**config.mk**
```make
export PLATFORM = sky130hd
export DESIGN_NAME = shift_mix
export DESIGN_NICKNAME = d
export VERILOG_FILES = /design/src/rtl/aes_pkg.sv /design/src/rtl/mix_column.sv /design/src/rtl/shift_mix.sv
export SDC_FILE = /design/constraint.sdc
export NUM_CORES = 1
export LEC_CHECK = 0
export CAP_MARGIN = 20
export CORE_ASPECT_RATIO = 0.75
export CORE_MARGIN = 2
export CORE_UTILIZATION = 32
export CTS_BUF_LIST = sky130_fd_sc_hd__clkbuf_4
export CTS_CLUSTER_SIZE = 16
export DETAILED_ROUTE_END_ITERATION = 8
export PLACE_DENSITY = 0.48
export SYNTH_ARGS = -nofsm -noshare
export SYNTH_HDL_FRONTEND = slang
export SYNTH_SLANG_ARGS = --single-unit
export TNS_END_PERCENT = 50
```
**constraint.sdc**
```tcl
create_clock -name clk -period 2.3 [get_ports clk]
set_input_delay 0.46 -clock clk [delete_from_list [all_inputs] [get_ports clk]]
set_output_delay 0.46 -clock clk [all_outputs]
set_load 0.1 [all_outputs]
```
**src/rtl/aes_pkg.sv**
```systemverilog
// Shared AES constants and byte-level helpers for the ShiftRows/MixColumns stage.
// Byte 0 of a state is bits [127:120]; bytes are column-major.
package aes_pkg;

    localparam int STATE_W = 128;

    function automatic logic [7:0] xtime(input logic [7:0] b);
        return {b[6:0], 1'b0} ^ (b[7] ? 8'h1b : 8'h00);
    endfunction

    function automatic logic [7:0] gmul2(input logic [7:0] b);
        return xtime(b);
    endfunction

    function automatic logic [7:0] gmul3(input logic [7:0] b);
        return xtime(b) ^ b;
    endfunction

    // out byte (r + 4c) takes in byte (r + 4((c + r) mod 4))
    function automatic logic [STATE_W-1:0] shift_rows(input logic [STATE_W-1:0] s);
        logic [STATE_W-1:0] o;
        o = '0;
        for (int c = 0; c < 4; c++) begin
            for (int r = 0; r < 4; r++) begin
                o[127 - 8*(r + 4*c) -: 8] = s[127 - 8*(r + 4*((c + r) % 4)) -: 8];
            end
        end
        return o;
    endfunction

endpackage

```
**src/rtl/mix_column.sv**
```systemverilog
// MixColumns on a single 32-bit column; row 0 byte sits in bits [31:24].
module mix_column
    import aes_pkg::*;
(
    input  logic [31:0] i_col,
    output logic [31:0] o_col
);

    logic [7:0] w_a0, w_a1, w_a2, w_a3;

    assign w_a0 = i_col[31:24];
    assign w_a1 = i_col[23:16];
    assign w_a2 = i_col[15:8];
    assign w_a3 = i_col[7:0];

    assign o_col[31:24] = gmul2(w_a0) ^ gmul3(w_a1) ^ w_a2        ^ w_a3;
    assign o_col[23:16] = w_a0        ^ gmul2(w_a1) ^ gmul3(w_a2) ^ w_a3;
    assign o_col[15:8]  = w_a0        ^ w_a1        ^ gmul2(w_a2) ^ gmul3(w_a3);
    assign o_col[7:0]   = gmul3(w_a0) ^ w_a1        ^ w_a2        ^ gmul2(w_a3);

endmodule

```
**src/rtl/shift_mix.sv**
```systemverilog
// AES ShiftRows (+ MixColumns unless last round) with a registered result held in
// a two-entry main/skid buffer so in_ready never depends on out_ready.
module shift_mix
    import aes_pkg::*;
#(
    parameter int ROUND_W = 4
) (
    input  logic               clk,
    input  logic               rst,
    input  logic [STATE_W-1:0] s_in,
    input  logic               in_valid,
    input  logic               in_last,
    input  logic [ROUND_W-1:0] in_round,
    output logic               in_ready,
    output logic [STATE_W-1:0] s_o,
    output logic [ROUND_W-1:0] out_round,
    output logic               out_valid,
    input  logic               out_ready
);

    logic [STATE_W-1:0] w_sr;
    logic [STATE_W-1:0] w_mc;
    logic [STATE_W-1:0] w_res;
    logic               w_push;
    logic               w_pop;
    logic [1:0]         w_occ_next;

    logic [STATE_W-1:0] r_main;
    logic [ROUND_W-1:0] r_main_round;
    logic [STATE_W-1:0] r_skid;
    logic [ROUND_W-1:0] r_skid_round;
    logic [1:0]         r_occ;
    logic               r_in_ready;

    assign w_sr = shift_rows(s_in);

    for (genvar c = 0; c < 4; c++) begin : g_col
        mix_column u_mix (
            .i_col (w_sr[127 - 32*c -: 32]),
            .o_col (w_mc[127 - 32*c -: 32])
        );
    end

    assign w_res  = in_last ? w_sr : w_mc;
    assign w_push = in_valid && r_in_ready;
    assign w_pop  = (r_occ != 2'd0) && out_ready;

    always_comb begin
        w_occ_next = r_occ;
        if (w_push && !w_pop) begin
            w_occ_next = r_occ + 2'd1;
        end else if (!w_push && w_pop) begin
            w_occ_next = r_occ - 2'd1;
        end
    end

    always_ff @(posedge clk) begin
        if (!rst) begin
            r_main       <= '0;
            r_main_round <= '0;
            r_skid       <= '0;
            r_skid_round <= '0;
            r_occ        <= 2'd0;
            r_in_ready   <= 1'b0;
        end else begin
            // push cannot coincide with a full buffer: in_ready is low at occupancy 2
            if (r_occ == 2'd2) begin
                if (w_pop) begin
                    r_main       <= r_skid;
                    r_main_round <= r_skid_round;
                end
            end else if (w_push && (r_occ == 2'd0 || w_pop)) begin
                r_main       <= w_res;
                r_main_round <= in_round;
            end else if (w_push) begin
                r_skid       <= w_res;
                r_skid_round <= in_round;
            end
            r_occ      <= w_occ_next;
            r_in_ready <= (w_occ_next < 2'd2);
        end
    end

    assign in_ready  = r_in_ready;
    assign out_valid = (r_occ != 2'd0);
    assign s_o       = r_main;
    assign out_round = r_main_round;

endmodule

```
Yosys cells after proc, flatten, opt, wreduce, memory -nomap -nowiden:

Cells that the tools add are included.

* equal/unequal tests: 2
* multiplexer cells: 25
* reductions and logical operators: 13
* bitwise gates (word level): 82
* $lt $le $gt $ge: 1
* $add $sub $neg: 2

Operators by type and width (count)
* $xor 8x8->8: 78
* $mux 128: 4
* $mux 5: 16
* $xor 8x5->8: 2
* $mux 4: 3
* $logic_and 1x1->1: 5
* $mux 2: 2
* $reduce_bool 2->1: 2
* $reduce_and 3->1: 1
* $add 2x1->2 const B: 1
* $eq 2x2->1 const B: 1
* $logic_not 1->1: 2
* $logic_not 2->1: 1
* $lt 2x2->1 const B: 1
* $ne 2x2->1 const B: 1
* $not 1->1: 2
* $reduce_and 2->1: 1
* $sub 2x1->2 const B: 1
* $logic_or 1x1->1: 1

* bits in registers: 267
* input port bits: 137

Depth between registers and ports, before layout:

Gate-level depths: netlist of the first run.

* depth in word-level cells: 9
* depth in mapped cells: 12
* mapped depth without buffers: 10

Cells and area by module:

From an unflattened synthesis of the first run, not the netlist that was laid out.

* cells, all modules: 1552
* area, all modules: 17755.8 sq um

Modules (own cells, without submodules)
* shift_mix: times used 1, area an instance 12350.6 sq um, cells each 1224
* mix_column: times used 4, area an instance 1351.3 sq um, cells each 82

Worst setup path before layout of the first run:

No wires, ideal clock.

* path type: reg2reg
* start: register r_occ[0]
* end: register r_occ[1]
* cell stages (with the launch flop): 13
* data arrival time: 2.265 ns
* clock period less this slack: 2.380 ns
* setup time: 0.115 ns
* slack: -0.080 ns
* path through: dfxtp_1 -> inv_1 -> ha_1 -> inv_2 -> nand2_1 -> inv_1 -> clkbuf_1 -> clkbuf_1 -> ha_1 -> nand2_1 -> o21ai_0 -> o21ai_0 -> and2_1

* cells in the longest elaborated chain, start to end: 5
* elaborated cells between the ends (all ways): 9
* those cells by class: add/sub (2); mux (2); reduce/logical (5)

RTL lines
* start: declaration: line shift_mix.sv:32 `logic [1:0] r_occ;`
* start signal: assignment: line shift_mix.sv:79 `r_occ <= w_occ_next;`
* $reduce_bool 2->1 (*)
* named net out_valid: line shift_mix.sv:17 `output logic out_valid,`
* $logic_and 1x1->1 (*): line shift_mix.sv:46 `assign w_pop = (r_occ != 2'd0) && out_ready;`
* $logic_and 1x1->1 or $logic_not 1->1 (tied branches): line shift_mix.sv:52, shift_mix.sv:50
* $mux 2 or $logic_and 1x1->1 (tied branches): line shift_mix.sv:52, shift_mix.sv:50
* $mux 2 (*): line shift_mix.sv:50 `if (w_push && !w_pop) begin`

Mark *: on every way through the listed nets, which the timed path passes. The rest lies on a longest branch.
A chain may end at the register's enable or synchronous reset.

Final worst setup path of the first run:

* start: register r_occ[1]
* end: output port out_valid

* cells in the longest elaborated chain, start to end: 1

RTL lines
* $reduce_bool 2->1: line shift_mix.sv:85 `assign out_valid = (r_occ != 2'd0);`
* end: declaration: line shift_mix.sv:17

Every way passes these cells.

==> implementation parameters, run 1 <==
Parameter                              Value

Timing
  Worst clock skew ... 0.0519 ns
  Final critical delay including setup and external delays ... between 2 and 2.5 ns
  Fmax ... between 400 and 500 MHz
  Final period utilization ... 93.7%
  Worst setup margin ... 0.145 ns
  Slew Viols, Final ... 0
  Slew headroom ... between 50% and 60%
  Actual slew at the worst max-slew pin ... ~0.68 ns
  Final hold violation count ... 0
  Final number of setup-violating endpoints ... 0

GRT
  GRT overflow ... 0
  Largest net degree at the start of global routing ... around 130
  Antenna violations before repair ... 2
  Vias in the first global route ... 15.7k
  Wire length of the first global-routing pass ... between 90000 and 100000 um
  Overall routing resource usage ... about a fifth

Floorplanning
  Count of pins on the block boundary ... between 200 and 300
  Rows ... 74
  DIE WIDTH ... 275 um
  Initial Util ... approximately a third
  Die Area ... 56900 um2
  Die boundary height ... roughly 210 um
  Placeable core region ... 54400 um2

Clock network
  Clk buf depth ... 3
  Cell at the root of the clock tree ... clkbuf_4
  Postcts setup bufs ... 0
  Total clock buffers created by CTS ... 80
  Reg clk slew, reported paths ... about 0.06 ns
  Clock sink count ... ~270
  Skew-Pair Late Insertion Delay ... 0.84 ns
  Clock tree from TritonCTS ... yes
  Number of levels in the clock H-tree ... 3

Synth
  Count of state elements after synthesis ... between 200 and 300
  Count of warnings emitted by yosys ... 0
  Fraction of the yosys area taken by sequential cells ... a little under a third
  Number of distinct library cell variants in the gate-level netlist after synthesis ... 43
  Flip-flop cell with the highest count after synthesis ... dfxtp_1
  Async SR Flop Fraction ... 0%
  Most instantiated library cell after synthesis ... dfxtp_1
  Synth Cell Area ... approximately 18000 um2
  Average instance area after synthesis ... approximately 9.3 um2
  Post-synth top cells ... dfxtp_1, a21oi_1, o21ai_0, clkbuf_1, nand2_1
  Share of the synthesized area in the top cell type ... a little under a third
  Syn Nets ... 2028
  Most area-hungry cell type in the Yosys netlist ... dfxtp_1
  Gate count of the mapped netlist ... roughly 1.9k
  Count of flip-flops with a built-in enable after synthesis ... 0
  Synth top area cells ... dfxtp_1, xnor3_1, a21oi_1, o21ai_0, xnor2_1

Run status
  Outcome ... finished clean

Critical path
  Worst-path fanout max ... 3
  Worst setup SP type ... register
  Worst-path cell chain ... inv_1 -> ha_2 -> inv_4 -> buf_12
  CP endpoint kind ... primary output
  Data required time of the critical path ... 1.84 ns
  Arrival time reported for the critical path endpoint ... 1.69 ns
  CP peak stage delay ... between 0.3 and 0.4 ns
  Master of the slowest instance on the critical path ... dfxtp_1
  WS Path Type ... reg -> out

Job
  Count of max-cap constraint violations ... 0

Detailed routing
  First-pass iteration count of the detailed router ... 5
  DRC violations left ... 0
  Vias per cell ... 5.28
  Routed length per placed instance ... 20.5 um
  Remaining number of nets flagged by the antenna check after routing ... 0
  Iter 0 DRT Violations ... 1101
  WL final ... a little over 60000 um
  Vias ... approximately 16k

Finish
  Final net count ... between 2k and 2.5k
  Synth-to-layout area growth ... 31.0%
  Seq. cell area ... about 5300 um2
  Final Non-Filler Cells ... just over 3k
  Multi-input gate area in the final layout ... roughly 11000 um2
  Filler cells ... 5325
  Share of final-layout standard cells stronger than drive strength 1 ... a little under a quarter

Placement
  DP Cell Count ... about 2.9k
  Setup WS pre-CTS ... -0.216 ns
  Gpl congestion ... approximately 0.83
  Post-DP HPWL ... approximately 42000 um
  IO Port Bufs ... 270

Power
  Leakage Power ... around 10 nW
  Max rail drop VDD ... 0.459 mV
  Pwr Density ... 774 nW/um2

Hold path
  Worst min-delay path category ... in -> reg
critical path: cells and delay by family (launching register included):
kind       cells  cell delay (ns)
fa+ha+maj      1             0.20
buf+inv        3             0.31
flops          1             0.39
stage by stage:
stage               cell area [um2]  util, %  hold WS, ns  TNS [ns]  power [W]
global route                  23100     42.4        0.188   -0.0169     0.0188
detailed placement            22000     40.5        0.452     -2.25     0.0132
finish                        23100     42.4        0.259         0     0.0179
floorplan                     17600        -        0.436         0     0.0110
CTS                           23000     42.3        0.177         0     0.0181
global placement              22000     40.5        0.443     -2.08     0.0132
cells in the final DEF (no fill, tap or decap), types with 34 or more instances in the layout:
cell and instances:
clkdlybuf4s50_1 134, o211ai_1 61, xnor2_1 112, a311oi_1 48, xnor3_1 119, nor2_1 56, o21ai_0 197, buf_4 329
a221oi_1 35, xor2_1 34, a21oi_1 257, nand2_1 148, a31oi_1 35, dfxtp_1 266, nand3b_1 80, clkbuf_4 118
report_power, final:
group          switching (W)  internal [W]  leakage, nW
logic                0.00497       0.00285         7.21
registers           0.000287       0.00503         2.18
clock network        0.00228       0.00244        0.594
cells by family after synthesis:
group,synth area share (%)
compound gates,25.6
simple gates,9.21
xor+xnor,27.2
flops,30.4
buf+inv,5.67
mux,1.65
fa+ha+maj,0.284
flip-flops by register name, indices dropped and copies added (netlist names):
| name | count |
|---|---|
| r_skid | 128 |
| s_o | 128 |
| out_round | 4 |
| r_skid_round | 4 |
| r_occ | 2 |
| in_ready | 1 |
timing repair:
item                       in CTS  in global routing
hold endpoints to repair       18                  0
pin swaps                       0                  0
setup endpoints to repair       1                  1
gates resized for setup         1                  1
hold buffers                    2                  0
area by class of cell:
type	count	share of cell area, %
inverter	7	0.125
clock buffer	118	3.84
tap	722	3.92
antenna	6	0.0651
timing repair buffer	498	19.4
multi-input combinational	1380	49.0
clock inverter	20	0.450
sequential	267	23.2
worst paths after layout:
check                                      from               to  slack (ns)  cells past startpoint
worst max-delay path                   r_occ[1]        out_valid        0.15                      4
worst min register to register  r_skid_round[3]  r_skid_round[3]        0.46                      2
worst min-delay path                in_round[1]  r_skid_round[1]        0.26                      3
worst max register to register         r_occ[0]          s_o[20]        0.27                      6
metal layers:
layer	vias to the layer above	GRT usage, %	share of wire (%)
li1	7627	-	-
met1	7690	30.7	48
met2	538	31.9	43
met3	84	5.23	7.0
met4	0	5.83	2.0
met5	-	0	0
No activity file was read; power rests on OpenSTA's default activity.
==> run 2: changes to the inputs <==
ABC_AREA = 1   (was default)
PLACE_DENSITY = 0.47   (was 0.48)
SETUP_SLACK_MARGIN = 0.02   (was default)
==> implementation parameters, run 2 <==
Parameter                              Value

Run status
  Outcome ... finished clean

Detailed routing
  Vias per cell ... roughly 4.8
  Iter 0 DRT Violations ... about 1.5k
  DRC violations left ... 0
  Routed length per placed instance ... about 16 um
  Remaining number of nets flagged by the antenna check after routing ... 0
  Vias ... around 23k
  WL final ... roughly 78000 um
  First-pass iteration count of the detailed router ... 5

Clock network
  Number of levels in the clock H-tree ... 3
  Reg clk slew, reported paths ... about 0.070 ns
  Hold buffers post-CTS ... 0
  Total clock buffers created by CTS ... 73
  Clock sink count ... roughly 270
  Clk buf depth ... 3
  Clock tree from TritonCTS ... yes
  Cell at the root of the clock tree ... clkbuf_4
  Skew-Pair Late Insertion Delay ... ~0.77 ns

Synth
  Largest family of logic cells by synthesized area ... simple AND/OR/NAND/NOR gates
  Multiplexer area fraction after synthesis ... 0%
  Syn Nets ... 3884
  Simple-gate portion of the synthesized area ... between 40% and 50%
  Number of distinct library cell variants in the gate-level netlist after synthesis ... 32
  Average instance area after synthesis ... ~5.6 um2
  Count of state elements after synthesis ... between 200 and 300
  Post-synthesis share of cell area spent on full adders, half adders and majority gates ... 0.240%
  Most instantiated library cell after synthesis ... nand2_1
  Synth Cell Area ... 20800 um2
  Count of warnings emitted by yosys ... 0
  Most area-hungry cell type in the Yosys netlist ... nand2_1
  Gate count of the mapped netlist ... around 3.7k
  Post-synth top cells ... nand2_1, nand3_1, inv_1, dfxtp_1, a21oi_1
  Fraction of the yosys area taken by sequential cells ... ~26%
  Count of flip-flops with a built-in enable after synthesis ... 0
  Share of the synthesized area in the top cell type ... between 30% and 40%
  Area fraction in compound gates after synthesis ... 17.0%
  Flip-flop cell with the highest count after synthesis ... dfxtp_1
  Xor-xnor portion of the synthesized cell area ... under 10%
  Async SR Flop Fraction ... 0%
  Synth top area cells ... nand2_1, dfxtp_1, nand3_1, inv_1, a21oi_1

Critical path
  Origin of the critical flop-to-flop path ... r_occ[1]
  Worst R2R Setup Slack ... 0.53 ns
  CP endpoint kind ... primary output
  Critical R2R Capture ... r_skid[48]
  Combined buffer and inverter count along the critical path ... 3
  Master of the slowest instance on the critical path ... dfxtp_1
  Worst-path cell chain ... inv_1 -> ha_4 -> inv_4 -> buf_12
  Data required time of the critical path ... between 1.5 and 2 ns
  Arrival time reported for the critical path endpoint ... ~1.7 ns
  WS Path Type ... reg -> out
  Number of cells traversed by the worst register-to-register path ... 9
  CP peak stage delay ... between 0.3 and 0.4 ns
  Worst setup SP type ... register
  Crit path max-delay family ... flip-flops
  Worst-path fanout max ... 3

Finish
  Filler cells ... approximately 7.3k
  Final Non-Filler Cells ... around 4.9k
  Top library cells by usage in the layout, fill and taps aside ... nand2_1, nand3_1, inv_1
  Final net count ... between 4k and 5k
  Synth-to-layout area growth ... 22.4%
  Most common cell after layout, fill and taps aside ... nand2_1
  Share of final-layout standard cells stronger than drive strength 1 ... 11.1%

Placement
  Gpl congestion ... roughly 0.85
  DP Cell Count ... ~4.8k
  IO Port Bufs ... 270
  Post-DP HPWL ... ~57000 um

Power
  Overall power of the completed layout ... 0.0190 W
  Leakage Power ... approximately 14 nW
  Pwr Density ... 743 nW/um2
  Max rail drop VDD ... approximately 0.63 mV

Timing
  Slew Viols, Final ... 0
  Final number of setup-violating endpoints ... 0
  Final critical delay including setup and external delays ... ~2.1 ns
  Final hold violation count ... 0
  Actual slew at the worst max-slew pin ... 0.686 ns
  Worst clock skew ... ~0.038 ns
  Slew headroom ... approximately 54%
  Setup repair after global routing missed its margin ... false
  TNS Setup ... 0 ns
  Final period utilization ... between 90% and 100%
  Fmax ... 469 MHz

Floorplanning
  Initial Util ... about a third
  Placeable core region ... about 65000 um2
  Die Area ... 67200 um2
  Count of pins on the block boundary ... approximately 270
  DIE WIDTH ... 299 um
  Die boundary height ... ~230 um
  Rows ... about 80

Job
  Count of max-cap constraint violations ... 0

Hold path
  Min-Delay Startpoint ... rst
  Hold Path End ... s_o[68]
  Worst min-delay path category ... in -> reg
  Min-Delay Path Depth ... 3

GRT
  Antenna violations before repair ... 4
  Wire length of the first global-routing pass ... approximately 120000 um
  Vias in the first global route ... roughly 22k
  GRT overflow ... 0
  Largest net degree at the start of global routing ... 120
  Overall routing resource usage ... between 20% and 30%
-- run 2: power by group --
group / total, W / switching, W / internal (W)
combinational: 0.00901 / 0.00668 / 0.00233
clock: 0.00434 / 0.00207 / 0.00227
sequential: 0.00561 / 0.000440 / 0.00517
-- run 2: what timing repair did --
| item | in CTS | in global routing |
|---|---|---|
| buffers inserted | 0 | 0 |
| endpoints found under the setup margin | 1 | 1 |
| resized for setup | 3 | 1 |
-- run 2: tightest hold or removal path: stages --
cell	delay, ns
clkbuf_8	0.24
o21ai_0	0.13
a21oi_1	0.05
-- run 2: how the worst max path moves through the flow --
| stage | cells past startpoint | end | start |
|---|---|---|---|
| 2_1_floorplan | 11 | r_skid[83] | r_occ[0] |
| 3_3_place_gp | 11 | s_o[59] | s_in[23] |
| 3_5_place_dp | 11 | s_o[59] | s_in[23] |
| 4_1_cts | 4 | out_valid | r_occ[0] |
| 5_1_grt | 4 | out_valid | r_occ[1] |
| 6_report | 4 | out_valid | r_occ[1] |
-- run 2: layout make-up --
| cell class | count | area (um2) | area share, % |
|---|---|---|---|
| Timing Repair Buffer | 429 | 3810 | 14.9 |
| Antenna cell | 1 | 2.50 | 0.00981 |
| Inverter | 342 | 1310 | 5.12 |
| Tap cell | 871 | 1090 | 4.27 |
| Clock buffer | 103 | 773 | 3.03 |
| Multi-Input combinational cell | 2909 | 13100 | 51.2 |
| Sequential cell | 267 | 5350 | 20.9 |
| Clock inverter | 13 | 121 | 0.476 |
-- run 2: kinds of logic after synthesis --
group                    after synthesis
adder cells (fa/ha/maj)                4
AO/OA/AOI/OAI                        625
buffers and inverters                567
AND/OR/NAND/NOR                     2208
XOR/XNOR                              72
flip-flops                           267
-- run 2: stage by stage --
stage	cell area, um2	util [%]	hold slack, ns	setup slack, ns
after floorplan	20800	-	0.446	0.0449
after global placement	24600	37.9	0.460	0.0326
after detailed placement	24600	37.9	0.460	0.0235
after CTS	25500	39.3	0.104	0.0361
after global routing	25500	39.3	0.162	0.0314
final	25500	39.3	0.200	0.167
-- run 2: metal layers --
metal  up-vias  wire length [um]  GRT usage [%]
met3        88              4150           3.25
met1     10400             40600           34.4
met4         2              1360           5.52
met2       574             31900           33.3
met5         -                16              0
li1      12400                 -              -
==> run 3: changes to the inputs <==
SYNTH_HIERARCHICAL = 1   (was default)
==> implementation parameters, run 3 <==
Parameter                              Value

Finish
  Final Non-Filler Cells ... a little under 6k
  Multi-input gate area in the final layout ... between 10000 and 15000 um2
  Synth-to-layout area growth ... 26.9%
  Share of final-layout standard cells stronger than drive strength 1 ... around an eighth
  Seq. cell area ... 5350 um2
  Top library cells by usage in the layout, fill and taps aside ... nand2_1, inv_1, nor2_1
  Filler cells ... between 8k and 9k
  Final net count ... about 5k
  Utilization of the core after routing ... 41.1%
  Most common cell after layout, fill and taps aside ... nand2_1
  Non-Filler Cell Area, Final ... 29500 um2

Synth
  Fraction of the yosys area taken by sequential cells ... a little under a quarter
  Gate count of the mapped netlist ... between 4k and 5k
  Syn Nets ... ~4.7k
  Most area-hungry cell type in the Yosys netlist ... nand2_1
  Synth top area cells ... nand2_1, dfxtp_1, inv_1, nand3_1, nor2_1
  Most instantiated library cell after synthesis ... nand2_1
  Flip-flop cell with the highest count after synthesis ... dfxtp_1
  Average instance area after synthesis ... between 5 and 6 um2
  Post-synth top cells ... nand2_1, inv_1, nor2_1, nand3_1, dfxtp_1
  Number of distinct library cell variants in the gate-level netlist after synthesis ... 27
  Async SR Flop Fraction ... 0%
  Count of warnings emitted by yosys ... 6
  Count of flip-flops with a built-in enable after synthesis ... 0
  Count of state elements after synthesis ... between 200 and 300
  Share of the synthesized area in the top cell type ... between 30 and 40%
  Synth Cell Area ... ~23000 um2

GRT
  Overall routing resource usage ... between 20% and 30%
  Routing usage on met1 ... a little under a third
  Global Route met3 Usage ... under 10%
  Wire length of the first global-routing pass ... roughly 130000 um
  Antenna violations before repair ... 2
  Layer carrying the most global-route usage ... met2
  Routing usage on met2 ... between 30% and 40%
  Vias in the first global route ... around 24k
  GRT overflow ... 0
  Largest net degree at the start of global routing ... 80

Floorplanning
  Initial Util ... approximately 32%
  Rows ... 85
  Placeable core region ... 71900 um2
  Die boundary height ... about 240 um
  Die Area ... approximately 75000 um2
  DIE WIDTH ... 315 um
  Count of pins on the block boundary ... 271

Clock network
  Clock tree from TritonCTS ... yes
  Reg clk slew, reported paths ... 0.07 ns
  Total clock buffers created by CTS ... 81
  Postcts setup bufs ... 0
  Clk buf depth ... 3
  Cell at the root of the clock tree ... clkbuf_4
  Hold buffers post-CTS ... 0
  Number of levels in the clock H-tree ... 3
  Clock sink count ... around 270
  Skew-Pair Late Insertion Delay ... roughly 0.88 ns

Critical path
  Arrival time reported for the critical path endpoint ... 1.69 ns
  Worst setup SP type ... register
  Master of the slowest instance on the critical path ... dfxtp_1
  CP peak stage delay ... 0.47 ns
  Combined buffer and inverter count along the critical path ... 1
  CP endpoint kind ... primary output
  Crit path max-delay family ... flip-flops
  Worst-path cell chain ... buf_4
  Data required time of the critical path ... about 1.8 ns
  Worst-path fanout max ... 2
  WS Path Type ... reg -> out

Detailed routing
  First-pass iteration count of the detailed router ... 5
  WL final ... between 80000 and 90000 um
  DRC violations left ... 0
  Routed length per placed instance ... roughly 14 um
  Vias ... about 26k
  Iter 0 DRT Violations ... roughly 1.4k
  Remaining number of nets flagged by the antenna check after routing ... 0
  Vias per cell ... approximately 4.3

Placement
  Post-DP HPWL ... approximately 59000 um
  Gpl congestion ... about 0.84
  DP Cell Count ... between 5k and 6k
  IO Port Bufs ... 270
  Placed cell areas ... ~28000 um2

Timing
  Worst clock skew ... around 0.043 ns
  Fmax ... ~470 MHz
  Slew headroom ... a little over half
  Actual slew at the worst max-slew pin ... 0.680 ns
  Final hold violation count ... 0
  Final period utilization ... between 90 and 100%
  Slew Viols, Final ... 0
  Final hold slack ... roughly 0.13 ns
  Final number of setup-violating endpoints ... 0
  Setup repair after global routing missed its margin ... false
  Final critical delay including setup and external delays ... 2.15 ns

Power
  Pwr Density ... 812 nW/um2
  Leakage Power ... 17.5 nW
  Combinational share of power ... approximately 55%
  Switching Power ... 0.0123 W
  Internal portion of total power ... about 0.012 W
  Share of power burned in registers ... approximately 25%
  Power share of the clock group ... slightly above 20%
  Switching part of the total ... between 50% and 60%
  Max rail drop VDD ... between 0.8 and 0.9 mV

Job
  Count of max-cap constraint violations ... 0

Hold path
  Worst min-delay path category ... in -> reg

Run status
  Outcome ... finished clean
-- run 3: changes by cell type after synthesis, moves of 53 or more --
| cell | change |
|---|---|
| inv_1 | +537 |
| and2_1 | +128 |
| nand2_1 | +92 |
| xor2_1 | +61 |
| a21oi_1 | -235 |
| o21a_1 | -53 |
| nor2_1 | +414 |
-- run 3: cells by family after synthesis --
family          count (synthesis)  share of synthesized area, %
compound gates                142                          3.05
xor+xnor                      128                          4.95
fa+ha+maj                       4                         0.215
buf+inv                      1101                          18.9
flops                         267                          23.0
simple gates                 2869                          49.9
-- run 3: power groups by stage --
stage               clock, W  sequential (W)  combinational, W
finish               0.00490         0.00592            0.0132
global route         0.00537         0.00600            0.0144
CTS                  0.00509         0.00593            0.0133
detailed placement         0         0.00602            0.0132
global placement           0         0.00603            0.0132
floorplan                  0         0.00999           0.00526
-- run 3: path summary, 6_finish.rpt --
path | to | slack [ns] | cells after the start | from
min | s_o[16] | 0.13 | 3 | rst
max reg2reg | r_skid[17] | 0.53 | 8 | r_occ[0]
max | s_o[109] | 0.15 | 1 | s_o[109]
min reg2reg | r_occ[0] | 0.48 | 2 | r_occ[0]
-- run 3: final cells by class --
type                            count  share of cell area (%)
Inverter                          900                    11.5
Clock buffer                      116                    2.95
Clock inverter                     24                   0.534
Timing Repair Buffer              539                    16.7
Multi-Input combinational cell   3143                    46.1
Antenna cell                        5                  0.0424
Sequential cell                   267                    18.1
Tap cell                          957                    4.05
-- run 3: per-stage QoR --
step / TNS [ns] / power, W / setup WS [ns]
2_1_floorplan: 0 / 0.0152 / 0.299
3_3_place_gp: -0.795 / 0.0192 / -0.113
3_5_place_dp: -0.616 / 0.0192 / -0.0877
4_1_cts: 0 / 0.0243 / 0.0223
5_1_grt: 0 / 0.0258 / 0.00212
6_report: 0 / 0.0240 / 0.150
-- run 3: repair_timing --
action	4_1_cts	5_1_grt
gates resized for setup	5	2
pin swaps	1	0
gates cloned	0	0
setup endpoints to repair	1	1
-- run 3: layer usage --
metal	up-vias	part of all wire, %
met1	11000	52
met3	79	5.3
li1	14000	-
met5	-	0
met4	0	1.3
met2	447	42
